`src/rtl/timer_pkg.sv`:
```
// Shared types and default parameters for the countdown timer.
package timer_pkg;

    typedef enum logic [1:0] {
        IDLE = 2'b00,
        RUN  = 2'b01,
        HOLD = 2'b10
    } timer_state_t;

    localparam int TIMER_W_DEFAULT   = 8;
    localparam int TIMER_DIV_DEFAULT = 1;

endpackage

```
`src/rtl/prescaler.sv`:
```
// Modulo-DIV counter producing a one-cycle tick every DIV enabled cycles.
module prescaler #(
    parameter int DIV = 1
) (
    input  logic clk,
    input  logic rst,
    input  logic clr,
    input  logic enb,
    output logic tick
);

    localparam int            CW   = (DIV > 1) ? $clog2(DIV) : 1;
    localparam logic [CW-1:0] LAST = CW'(DIV - 1);
    localparam logic [CW-1:0] ZERO = {CW{1'b0}};

    logic [CW-1:0] cnt_r;

    // Prescale counter: cleared on request, advances only while enabled, wraps at DIV-1
    always_ff @(posedge clk or posedge rst) begin
        if (rst) begin
            cnt_r <= ZERO;
        end else if (clr) begin
            cnt_r <= ZERO;
        end else if (enb) begin
            if (cnt_r == LAST) begin
                cnt_r <= ZERO;
            end else begin
                cnt_r <= cnt_r + CW'(1'b1);
            end
        end else begin
            cnt_r <= cnt_r;
        end
    end

    assign tick = enb && (cnt_r == LAST);

endmodule

```
`src/rtl/countdown_timer.sv`:
```
// Programmable down-counter with prescaler, start/stop/hold control,
// terminal-count pulse and optional auto-reload.
module countdown_timer
    import timer_pkg::*;
#(
    parameter int W   = TIMER_W_DEFAULT,
    parameter int DIV = TIMER_DIV_DEFAULT
) (
    input  logic         clk,
    input  logic         rst,
    input  logic         load,
    input  logic [W-1:0] load_val,
    input  logic         start,
    input  logic         stop,
    input  logic         auto_reload,
    output logic [W-1:0] q,
    output logic         busy,
    output logic         tc
);

    localparam logic [W-1:0] Q_ZERO = {W{1'b0}};
    localparam logic [W-1:0] Q_ONE  = W'(1'b1);

    timer_state_t state_r;
    timer_state_t state_next;
    logic [W-1:0] q_r;
    logic [W-1:0] q_next;
    logic [W-1:0] reload_r;
    logic         tc_r;
    logic         tc_next;
    logic         busy_r;
    logic         clr_s;
    logic         enb_s;
    logic         tick_s;

    // The prescaler freezes on a stop edge so that a pause costs exactly its own cycles.
    assign enb_s = (state_r == RUN) && !stop && !load;
    assign clr_s = load || ((state_r == IDLE) && start);

    prescaler #(
        .DIV(DIV)
    ) u_prescaler (
        .clk (clk),
        .rst (rst),
        .clr (clr_s),
        .enb (enb_s),
        .tick(tick_s)
    );

    // Next-state and count logic, priority load > stop > start > tick
    always_comb begin
        state_next = state_r;
        q_next     = q_r;
        tc_next    = 1'b0;
        if (load) begin
            q_next     = load_val;
            state_next = IDLE;
        end else begin
            case (state_r)
                IDLE: begin
                    if (start && !stop && (q_r != Q_ZERO)) begin
                        state_next = RUN;
                    end else begin
                        state_next = IDLE;
                    end
                end
                RUN: begin
                    if (stop) begin
                        state_next = HOLD;
                    end else if (tick_s) begin
                        if (q_r > Q_ONE) begin
                            q_next = q_r - Q_ONE;
                        end else if (q_r == Q_ONE) begin
                            tc_next = 1'b1;
                            if (auto_reload) begin
                                q_next = reload_r;
                            end else begin
                                q_next     = Q_ZERO;
                                state_next = IDLE;
                            end
                        end else begin
                            state_next = IDLE;
                        end
                    end else begin
                        state_next = RUN;
                    end
                end
                HOLD: begin
                    if (start && !stop) begin
                        state_next = RUN;
                    end else begin
                        state_next = HOLD;
                    end
                end
                default: begin
                    state_next = IDLE;
                    q_next     = Q_ZERO;
                end
            endcase
        end
    end

    // FSM state register
    always_ff @(posedge clk or posedge rst) begin
        if (rst) begin
            state_r <= IDLE;
        end else begin
            state_r <= state_next;
        end
    end

    // Count, reload value and registered status outputs
    always_ff @(posedge clk or posedge rst) begin
        if (rst) begin
            q_r      <= Q_ZERO;
            reload_r <= Q_ZERO;
            tc_r     <= 1'b0;
            busy_r   <= 1'b0;
        end else begin
            q_r      <= q_next;
            reload_r <= load ? load_val : reload_r;
            tc_r     <= tc_next;
            busy_r   <= (state_next != IDLE);
        end
    end

    assign q    = q_r;
    assign tc   = tc_r;
    assign busy = busy_r;

endmodule

```
`config.mk`:
```
export PLATFORM = sky130hd
export DESIGN_NAME = countdown_timer
export DESIGN_NICKNAME = d
export VERILOG_FILES = /design/src/rtl/timer_pkg.sv /design/src/rtl/prescaler.sv /design/src/rtl/countdown_timer.sv
export SDC_FILE = /design/constraint.sdc
export NUM_CORES = 1
export LEC_CHECK = 0
export CORE_MARGIN = 1.5
export CORE_UTILIZATION = 35
export CTS_CLUSTER_SIZE = 16
export DETAILED_ROUTE_END_ITERATION = 7
export GPL_ROUTABILITY_DRIVEN = 0
export SYNTH_ARGS = -nofsm -noshare
export SYNTH_HDL_FRONTEND = slang
export SYNTH_HIERARCHICAL = 1
export SYNTH_SLANG_ARGS = --single-unit
```
`constraint.sdc`:
```
create_clock -name clk -period 2.9 [get_ports clk]
set_input_delay 0.435 -clock clk [delete_from_list [all_inputs] [get_ports clk]]
set_output_delay 0.435 -clock clk [all_outputs]
set_load 0.005 [all_outputs]
```
==> results of run 1 <==
through the flow:
stage	hold slack (ns)	util
after floorplan	0.3988	-
after global placement	0.4926	0.4436
after detailed placement	0.4973	0.4436
after CTS	0.5215	0.4503
after global routing	0.5362	0.4503
final	0.5207	0.4503
layout make-up:
cell class,instances,area (um^2)
tap,46,57.56
inverter,6,22.52
clock buffer,3,22.52
timing repair buffer,26,252.7
multi-input combinational,96,646.9
sequential,20,500.5
fill,359,1834
final timing paths:
| path | endpoint | slack [ns] |
|---|---|---|
| worst max-delay path | q[3] | 0.61 |
| worst min-delay path | reload_r[4] | 0.52 |
| worst max register to register | q[3] | 0.64 |
| worst min register to register | reload_r[4] | 0.52 |
| max in group asynchronous | q[5] | 1.83 |
| min in group asynchronous | q[2] | 0.57 |
registers in the layout, indices dropped and copies added (netlist names):
signal,cells
reload_r,8
state_r,2
tc,1
q,8
busy,1
cells in the final DEF (no fill, tap or decap):
cell type / instances
sky130_fd_sc_hd__nor2b_1: 4
sky130_fd_sc_hd__o41ai_1: 1
sky130_fd_sc_hd__inv_1: 6
sky130_fd_sc_hd__ha_1: 3
sky130_fd_sc_hd__a221o_1: 1
sky130_fd_sc_hd__or3b_2: 1
sky130_fd_sc_hd__a21oi_1: 8
sky130_fd_sc_hd__nand2b_1: 1
sky130_fd_sc_hd__nand3b_1: 3
sky130_fd_sc_hd__nor4_1: 1
sky130_fd_sc_hd__and4b_1: 1
sky130_fd_sc_hd__o221ai_1: 1
sky130_fd_sc_hd__nor2_1: 10
sky130_fd_sc_hd__a32oi_1: 2
sky130_fd_sc_hd__a41oi_1: 1
sky130_fd_sc_hd__clkbuf_4: 3
sky130_fd_sc_hd__clkdlybuf4s50_1: 23
sky130_fd_sc_hd__o22ai_1: 1
sky130_fd_sc_hd__nor3_1: 5
sky130_fd_sc_hd__o21ai_0: 9
sky130_fd_sc_hd__a311oi_1: 2
sky130_fd_sc_hd__a221oi_1: 2
sky130_fd_sc_hd__a2111o_1: 1
sky130_fd_sc_hd__and3_1: 2
sky130_fd_sc_hd__nand2_1: 9
sky130_fd_sc_hd__or3b_1: 2
sky130_fd_sc_hd__nand3_1: 3
sky130_fd_sc_hd__xnor2_1: 2
sky130_fd_sc_hd__dfrtp_1: 20
sky130_fd_sc_hd__nor3b_1: 3
sky130_fd_sc_hd__nor4_2: 1
sky130_fd_sc_hd__buf_4: 3
sky130_fd_sc_hd__or4_1: 2
sky130_fd_sc_hd__a31oi_1: 2
sky130_fd_sc_hd__mux2_2: 7
sky130_fd_sc_hd__xor2_1: 1
sky130_fd_sc_hd__a22oi_1: 4
worst max-delay path, cell delays in order:
cell and delay [ns]:
sky130_fd_sc_hd__clkdlybuf4s50_1 0.41, sky130_fd_sc_hd__or3b_1 0.43, sky130_fd_sc_hd__nor2_1 0.24, sky130_fd_sc_hd__nand3b_1 0.14, sky130_fd_sc_hd__a31oi_1 0.22, sky130_fd_sc_hd__nor2_1 0.20, sky130_fd_sc_hd__a221oi_1 0.26, sky130_fd_sc_hd__o21ai_0 0.12
per-layer routing:
layer | wire, um | track usage | vias to the layer above
li1 | - | - | 528
met1 | 1418 | 0.2452 | 542
met2 | 1320 | 0.2722 | 34
met3 | 145 | 0.02484 | 4
met4 | 26 | 0.05471 | 0
met5 | 0 | 0 | -
report_power, final:
group | switching [mW] | internal [mW] | total [mW] | leakage (nW)
clock network | 0.0810 | 0.0485 | 0.129 | 0.0138
registers | 0.0306 | 0.302 | 0.333 | 0.246
logic | 0.0660 | 0.0793 | 0.145 | 0.330
total | 0.178 | 0.430 | 0.607 | 0.590
==> metrics.log, run 1 <==
INFO  metric outcome = complete, no violations
INFO  metric hold_path.startpoint = reload_r[4]
INFO  metric final_cell_count_no_fill = between 150 and 200
INFO  metric detailedPlacementHpwl = ~2.1 mm
INFO  metric cts-root-buf = sky130_fd_sc_hd__clkbuf_4
INFO  metric finalInstanceArea = ~1500 um^2
INFO  metric cap_viol_max_count = 0
INFO  metric worstPathArrival = about 2.5 ns
INFO  metric worst_ir_drop_vdd = approximately 0.18 mV
INFO  metric layout-drive-gt1-share = 0.09934
INFO  metric gr-total-overflow = 0
INFO  metric achievable_clock_frequency = between 400 and 500 MHz
INFO  metric grt_first_pass_wirelength = 4.843 mm
INFO  metric layout_setup_ws = a little over 0.6 ns
INFO  metric initial_util = 0.3633
INFO  metric numCtsBuffers = 3
INFO  metric setup-violations-final = 0
INFO  metric r2r_cells = 7
INFO  metric syn-instance-count = 130
INFO  metric cp_data_required_time = around 3.1 ns
INFO  metric grt_start_max_net_pins = 21
INFO  metric chip_height = around 62 um
INFO  metric placed_cells = around 190
INFO  metric antennaDiodeCount = 0
INFO  metric leakage_power_total = 0.5896 nW
INFO  metric clock_sinks = 20
INFO  metric number_of_remaining_drc_errors = 0
INFO  metric grt_setup_unrepaired = no
INFO  metric tritoncts = yes
INFO  metric timing.final.crit_share = 0.7888
INFO  metric setup_total_negative_slack = 0 ns
INFO  metric ctsResizeCount = 0
INFO  metric boundaryPins = 24
INFO  metric cts_post_setup_buffers_inserted = 0
INFO  metric die_area = 3826 um^2
INFO  metric cp-startpoint = load
INFO  metric postCtsHoldBufs = 0
INFO  metric routedWlPerCell = about 15 um
INFO  metric cellPowerDensity = a little over 400 nW/um^2
INFO  metric clock_latency = about 0.3 ns
INFO  metric fp-row-count = 21
INFO  metric drtIter0Drc = 120
INFO  metric cts.path.max_buffers = 2
INFO  metric worst_setup_path_start_kind = input pin
INFO  metric final_hold_viols = 0
INFO  metric fin_worst_skew = ~0.0027 ns
INFO  metric vias = about 1100
INFO  metric first_global_vias = around 1000
INFO  metric io_buffers = 23
INFO  metric area_growth_from_synthesis_to_layout = 23.94%
INFO  metric synthesis.area_per_instance = roughly 9.3 um^2
INFO  metric cp-end-kind = flip-flop
INFO  metric ys_warn_count = 6
INFO  metric drtPass1Iterations = 4
INFO  metric wirelength = approximately 2.9 mm
INFO  metric syn_nets = between 100 and 150
INFO  metric ant_nets = 0
INFO  metric grt_use_total = 0.1728
INFO  metric worst-slew-pin-transition = roughly 0.80 ns
INFO  metric number_of_nets_in_the_final_layout = 170
INFO  metric design.core.area = approximately 3300 um^2
INFO  metric dp_slack = roughly 0.33 ns
INFO  metric die_x = around 62 um
INFO  metric grt_antenna_before_repair = 0
INFO  metric place_area = approximately 1500 um^2
INFO  metric synth.cell_area = about 1200 um^2
INFO  metric slew_headroom = 0.4682
INFO  metric clock_tree.htree_level_count = 1
INFO  metric clk_pin_slew = 0.10 ns
INFO  metric regToRegStartpoint = state_r[0]
INFO  metric shortest_clock_period_the_worst_path_allows_after_layout = between 2 and 2.5 ns
INFO  metric max_slew_vio_count = 0
INFO  metric criticalPathCategory = in2reg
INFO  metric min_path_type = reg2reg
INFO  metric total_power = about 0.61 mW
INFO  metric min_path_cells = 1
INFO  metric route.detailed.vias_per_inst = about 5.6
INFO  metric critPathMaxFanout = 7
No activity file was read; power rests on OpenSTA's default activity.
==> run 2, diff against run 1 <==
==> constraint.sdc (replaced) <==
create_clock -name clk -period 1.95 [get_ports clk]
set_input_delay 0.2925 -clock clk [delete_from_list [all_inputs] [get_ports clk]]
set_output_delay 0.2925 -clock clk [all_outputs]
set_load 0.005 [all_outputs]
==> run 2 against run 1 <==
  * Design area is 16% higher
  * Final cell count is 11% higher
  * Via count up 6.9%
  * Non-clock buffer count rose by 22
  * Register-to-register slack lost 0.59 ns
  * Count of clock-buffer cells in the layout did not move
  * Combinational power increased by 100%
  * Hold slack worse by 0.21 ns
  * Sequential share of layout area is 4.5 points lower
  * Critical path type is now reg2reg
  * Critical endpoint is now q[5]
  * Largest cell class unchanged
  * Largest power group unchanged
==> metrics.log, run 2 (same netlist as run 1, synthesis figures left out) <==
INFO  metric gr-total-overflow = 0 (unchanged)
INFO  metric area_growth_from_synthesis_to_layout = 43.86%
INFO  metric critPathMaxFanout = 6 (-1)
INFO  metric grt_use_total = 0.1947 (+0.02185)
INFO  metric cts-root-buf = sky130_fd_sc_hd__clkbuf_4
INFO  metric wirelength = 3.376 mm (+16%)
INFO  metric setup_total_negative_slack = 0 ns (unchanged)
INFO  metric drtPass1Iterations = 4 (unchanged)
INFO  metric io_buffers = 23 (unchanged)
INFO  metric criticalPathCategory = reg2reg
INFO  metric fin_worst_skew = 0.0003949 ns (-0.002324 ns)
INFO  metric clock_latency = 0.30 ns (about the same)
INFO  metric numCtsBuffers = 3 (unchanged)
INFO  metric total_power = 0.9832 mW (+62%)
INFO  metric shortest_clock_period_the_worst_path_allows_after_layout = 1.902 ns
INFO  metric fp-row-count = 21 (unchanged)
INFO  metric place_area = 1649 um^2 (+11%)
INFO  metric worst-slew-pin-transition = 0.3995 ns (-0.3973 ns)
INFO  metric worst_setup_path_start_kind = flip-flop
INFO  metric layout-drive-gt1-share = 0.3006 (+0.2012)
INFO  metric drtIter0Drc = 48 (-60%)
INFO  metric number_of_nets_in_the_final_layout = 192 (+13%)
INFO  metric routedWlPerCell = 15.42 um (+4.3%)
INFO  metric path_cells = or3b_4, nor2_4, or3b_4, or4_1, nand3_1
INFO  metric postCtsHoldBufs = 0 (unchanged)
INFO  metric die_area = 3826 um^2 (unchanged)
INFO  metric worstPathArrival = 2.15 ns (-0.32 ns)
INFO  metric min_path_type = in2async
INFO  metric die_x = 61.86 um (unchanged)
INFO  metric first_global_vias = 1208 (+18%)
INFO  metric vias = 1184 (+6.9%)
INFO  metric critPathMostFrequentCell = sky130_fd_sc_hd__or3b_4
INFO  metric design.core.area = 3337 um^2 (unchanged)
INFO  metric detailedPlacementHpwl = 2.427 mm (+16%)
INFO  metric gr_layer_usage_met1 = 0.2548 (+0.009591)
INFO  metric initial_util = 0.3633 (unchanged)
INFO  metric final_cell_mix = sky130_fd_sc_hd__buf_4, sky130_fd_sc_hd__clkdlybuf4s50_1, sky130_fd_sc_hd__dfrtp_1
INFO  metric grt_antenna_before_repair = 0 (unchanged)
INFO  metric clk_pin_slew = 0.12 ns (+0.02 ns)
INFO  metric timing.final.crit_share = 0.9755
INFO  metric boundaryPins = 24 (unchanged)
INFO  metric cellPowerDensity = 563.7 nW/um^2 (+40%)
INFO  metric outcome = complete, no violations
INFO  metric mostFrequentLayoutCell = sky130_fd_sc_hd__buf_4
INFO  metric achievable_clock_frequency = about 530 MHz
INFO  metric slowest_delay = 0.44 ns (about the same)
INFO  metric grt_util_met3 = 0.04141 (+0.01656)
INFO  metric clock_tree.htree_level_count = 1 (unchanged)
INFO  metric slew_headroom = 0.7334 (+0.2651)
INFO  metric cp-end-kind = flip-flop
INFO  metric leakage_power_total = 0.7225 nW (+23%)
INFO  metric finalInstanceArea = 1744 um^2 (+16%)
INFO  metric cap_viol_max_count = 0 (unchanged)
INFO  metric cp_data_required_time = 2.20 ns (-0.88 ns)
INFO  metric grt_start_max_net_pins = 21 (unchanged)
INFO  metric antennaDiodeCount = 0 (unchanged)
INFO  metric grt_setup_unrepaired = yes
INFO  metric whs = 0.3143 ns (-0.2064 ns)
INFO  metric setup-violations-final = 0 (unchanged)
INFO  metric worst_ir_drop_vdd = 0.4306 mV (+140%)
INFO  metric cts.path.max_buffers = 2 (unchanged)
INFO  metric grt_first_pass_wirelength = 5.485 mm (+13%)
INFO  metric tritoncts = yes
INFO  metric global_route.usage.met2 = 0.3323 (+0.06015)
INFO  metric busiest_layer = met2
INFO  metric chip_height = 61.86 um (unchanged)
INFO  metric critPathSlowestCell = sky130_fd_sc_hd__or3b_4
INFO  metric max_slew_vio_count = 0 (unchanged)
INFO  metric final_hold_viols = 0 (unchanged)
INFO  metric number_of_remaining_drc_errors = 0 (unchanged)
INFO  metric route.detailed.vias_per_inst = 5.406 (-3.9%)
INFO  metric ant_nets = 0 (unchanged)
INFO  metric clock_sinks = 20 (unchanged)
==> run 2: changes by cell type in the layout (fill, tap and decap cells not counted), sizes merged <==
cell and delta:
dlymetal6s2s +1, buf +22, clkdlybuf4s50 -1
==> run 2: layout make-up <==
type | instances | area [um^2]
Tap cell | 46 | 57.56
Fill cell | 316 | 1593
Inverter | 6 | 22.52
Timing Repair Buffer | 48 | 420.4
Clock buffer | 3 | 22.52
Sequential cell | 20 | 503.0
Multi-Input combinational cell | 96 | 718.2
==> run 2: path summary, 6_finish.rpt <==
path | start | end | slack (ns) | cells past startpoint
min in group clk | load | state_r[1] | 0.45 | 3
max in group asynchronous | rst | q[1] | 1.39 | 3
hold reg to reg | reload_r[3] | reload_r[3] | 0.53 | 1
setup reg to reg | state_r[1] | q[5] | 0.05 | 5
setup / recovery | state_r[1] | q[5] | 0.05 | 5
hold / removal | rst | reload_r[0] | 0.31 | 3
==> run 2: critical path: cells and delay by family (launching register included) <==
| family | cells | cell delay, ns |
|---|---|---|
| AND/OR/NAND/NOR | 5 | 1.44 |
| flip-flops | 1 | 0.41 |
==> run 2: report_power, final <==
| part | total [mW] | internal (mW) | switching (mW) |
|---|---|---|---|
| registers | 0.482 | 0.450 | 0.0324 |
| clock network | 0.204 | 0.0721 | 0.132 |
| logic | 0.297 | 0.161 | 0.136 |
| total | 0.983 | 0.683 | 0.300 |
==> run 2: layer usage <==
metal,share of wire,up-vias
li1,-,568
met1,0.44,575
met2,0.50,37
met3,0.050,4
met4,0.012,0
met5,0,-
==> run 2: metrics by stage <==
step,utilization,setup slack (ns),instances
detailed placement,0.4942,-0.4785,215
finish,0.5227,0.04770,219
global placement,0.4942,-0.4030,215
floorplan,-,-0.08388,130
global route,0.5227,-0.05086,219
CTS,0.5062,0.01141,218
==> run 2: repair_timing <==
item	4_1_cts	5_1_grt
endpoints found under the setup margin	10	9
pin swaps	3	5
buffers inserted	0	1
resized for setup	5	16
==> run 3, diff against run 2 <==
==> constraint.sdc (replaced) <==
create_clock -name clk -period 2 [get_ports clk]
set_input_delay 0.3 -clock clk [delete_from_list [all_inputs] [get_ports clk]]
set_output_delay 0.3 -clock clk [all_outputs]
set_load 0.005 [all_outputs]
==> run 3 against run 2 <==
  * Die area is the same
  * Largest power group unchanged
  * Design area fell by 1.0%
  * Clock power up 18%
  * Global-route usage rose by 0.084 points
  * Critical endpoint is now q[6]
==> metrics.log, run 3 (same netlist as run 1, synthesis figures left out) <==
INFO  metric layout-drive-gt1-share = 0.2558 (-0.04476)
INFO  metric chip_height = 61.86 um (unchanged)
INFO  metric dp_slack = -0.4508 ns (+0.02775 ns)
INFO  metric detailedPlacementHpwl = 2.442 mm (+0.58%)
INFO  metric die_x = 61.86 um (unchanged)
INFO  metric min_path_type = in2async
INFO  metric regToRegStartpoint = state_r[1]
INFO  metric worst-r2r-setup-slack = 0.08 ns (+0.03 ns)
INFO  metric worst_setup_path_start_kind = input pin
INFO  metric mostFrequentLayoutCell = sky130_fd_sc_hd__clkdlybuf4s50_1
INFO  metric critical_path.top_delay_family = simple AND/OR/NAND/NOR gates
INFO  metric drtPass1Iterations = 4 (unchanged)
INFO  metric gr-total-overflow = 0 (unchanged)
INFO  metric io_buffers = 23 (unchanged)
INFO  metric criticalPathCategory = in2reg
INFO  metric route.detailed.vias_per_inst = 5.436 (+0.54%)
INFO  metric cp-end-kind = flip-flop
INFO  metric slew_headroom = 0.7605 (+0.02715)
INFO  metric cellPowerDensity = 572.0 nW/um^2 (+1.5%)
INFO  metric fin_worst_skew = 0.0007817 ns (+0.0003869 ns)
INFO  metric final_cell_mix = sky130_fd_sc_hd__clkdlybuf4s50_1, sky130_fd_sc_hd__buf_4, sky130_fd_sc_hd__dfrtp_1
INFO  metric die_area = 3826 um^2 (unchanged)
INFO  metric outcome = complete, no violations
INFO  metric worst_ir_drop_vdd = 0.2912 mV (-32%)
INFO  metric drtIter0Drc = 61 (+27%)
INFO  metric vias = 1185 (+0.084%)
INFO  metric fp-row-count = 21 (unchanged)
INFO  metric postCtsHoldBufs = 0 (unchanged)
INFO  metric setup_total_negative_slack = 0 ns (unchanged)
INFO  metric achievable_clock_frequency = just over 500 MHz
INFO  metric initial_util = 0.3633 (unchanged)
INFO  metric cap_viol_max_count = 0 (unchanged)
INFO  metric grt_start_max_net_pins = 21 (unchanged)
INFO  metric boundaryPins = 24 (unchanged)
INFO  metric timing.final.crit_share = 0.9630
INFO  metric cp_data_required_time = 2.20 ns (about the same)
INFO  metric grt_antenna_before_repair = 0 (unchanged)
INFO  metric critPathMaxFanout = 7 (+1)
INFO  metric numCtsBuffers = 3 (unchanged)
INFO  metric cts_post_setup_buffers_inserted = 0 (unchanged)
INFO  metric r2r_cells = 7 (+2)
INFO  metric cts.path.max_buffers = 2 (unchanged)
INFO  metric worst-slew-pin-transition = 0.3579 ns (-0.04162 ns)
INFO  metric routedWlPerCell = 15.10 um (-2.0%)
INFO  metric slowest_delay = 0.42 ns (-0.02 ns)
INFO  metric number_of_remaining_drc_errors = 0 (unchanged)
INFO  metric path_cells = clkdlybuf4s50_1, or3b_4, nor2_4, buf_6, nand3b_1, a31oi_4, nor2_4, a221o_1
INFO  metric grt_use_total = 0.1955 (+0.0008384)
INFO  metric layout_setup_ws = 0.07407 ns (+0.02637 ns)
INFO  metric cts-root-buf = sky130_fd_sc_hd__clkbuf_4
INFO  metric wirelength = 3.292 mm (-2.5%)
INFO  metric setup-violations-final = 0 (unchanged)
INFO  metric shortest_clock_period_the_worst_path_allows_after_layout = 1.926 ns
INFO  metric clk_pin_slew = 0.12 ns (about the same)
INFO  metric clock_tree.htree_level_count = 1 (unchanged)
INFO  metric area_growth_from_synthesis_to_layout = 42.42%
INFO  metric worstPathArrival = 2.13 ns (-0.02 ns)
INFO  metric critPathSlowestCell = sky130_fd_sc_hd__clkdlybuf4s50_1
INFO  metric antennaDiodeCount = 0 (unchanged)
INFO  metric leakage_power_total = 0.7064 nW (-2.2%)
INFO  metric ant_nets = 0 (unchanged)
INFO  metric design.core.area = 3337 um^2 (unchanged)
INFO  metric critPathMostFrequentCell = sky130_fd_sc_hd__nor2_4
INFO  metric number_of_nets_in_the_final_layout = 190 (-1.0%)
INFO  metric tritoncts = yes
INFO  metric clock_sinks = 20 (unchanged)
INFO  metric r2r_end = q[6]
INFO  metric final_hold_viols = 0 (unchanged)
INFO  metric clock_latency = 0.30 ns (about the same)
INFO  metric grt_first_pass_wirelength = 5.464 mm (-0.38%)
INFO  metric critical_path_buf_inv_count = 2 (+2)
INFO  metric first_global_vias = 1175 (-2.7%)
INFO  metric max_slew_vio_count = 0 (unchanged)
INFO  metric grt_setup_unrepaired = yes
==> run 3: metal layers <==
| layer | vias to the layer above | GRT usage | share of wire |
|---|---|---|---|
| met1 | 576 | 0.2671 | 0.46 |
| met5 | - | 0 | 0 |
| met3 | 6 | 0.02692 | 0.037 |
| met4 | 0 | 0.06991 | 0.012 |
| met2 | 29 | 0.3173 | 0.49 |
| li1 | 574 | - | - |
==> run 3: tightest hold or removal path: stages <==
cell	delay (ns)
sky130_fd_sc_hd__clkdlybuf4s50_1	0.39
sky130_fd_sc_hd__inv_1	0.05
sky130_fd_sc_hd__buf_4	0.27
==> run 3: report_power, final <==
group	leakage, nW	switching, mW	internal [mW]
combinational	0.439	0.127	0.149
sequential	0.246	0.0330	0.438
clock	0.0210	0.129	0.111
==> run 3: layout make-up <==
cell class	count	area (um^2)
clock buffers	4	36.28
fillers	327	1610
inverters	6	22.52
multi-input cells	96	703.2
flip-flops and latches	20	500.5
well taps	46	57.56
repair buffers	46	406.6
==> run 3: worst max-delay path by stage <==
stage,from,to,slack (ns),depth (start not counted)
CTS,load,q[0],-0.007,9
detailed placement,load,q[3],-0.45,9
floorplan,state_r[0],q[5],-0.03,8
global placement,load,q[3],-0.33,9
finish,load,q[6],0.07,8
global route,state_r[1],q[1],-0.02,8
==> run 3: stage by stage <==
step	cell area [um^2]	util	instances	hold WS (ns)	total power, mW
after floorplan	1215	-	130	0.2638	0.6051
after global placement	1633	0.4893	214	0.4912	0.7333
after detailed placement	1633	0.4893	214	0.4968	0.7382
after CTS	1694	0.5077	218	0.3070	0.9870
after global routing	1727	0.5174	218	0.3237	1.057
final	1727	0.5174	218	0.3070	0.9876
==> run 3: repair_timing <==
item,4_1_cts,5_1_grt
pin swaps,0,6
cloned,0,0
gates resized for setup,6,10
endpoints found under the setup margin,5,8
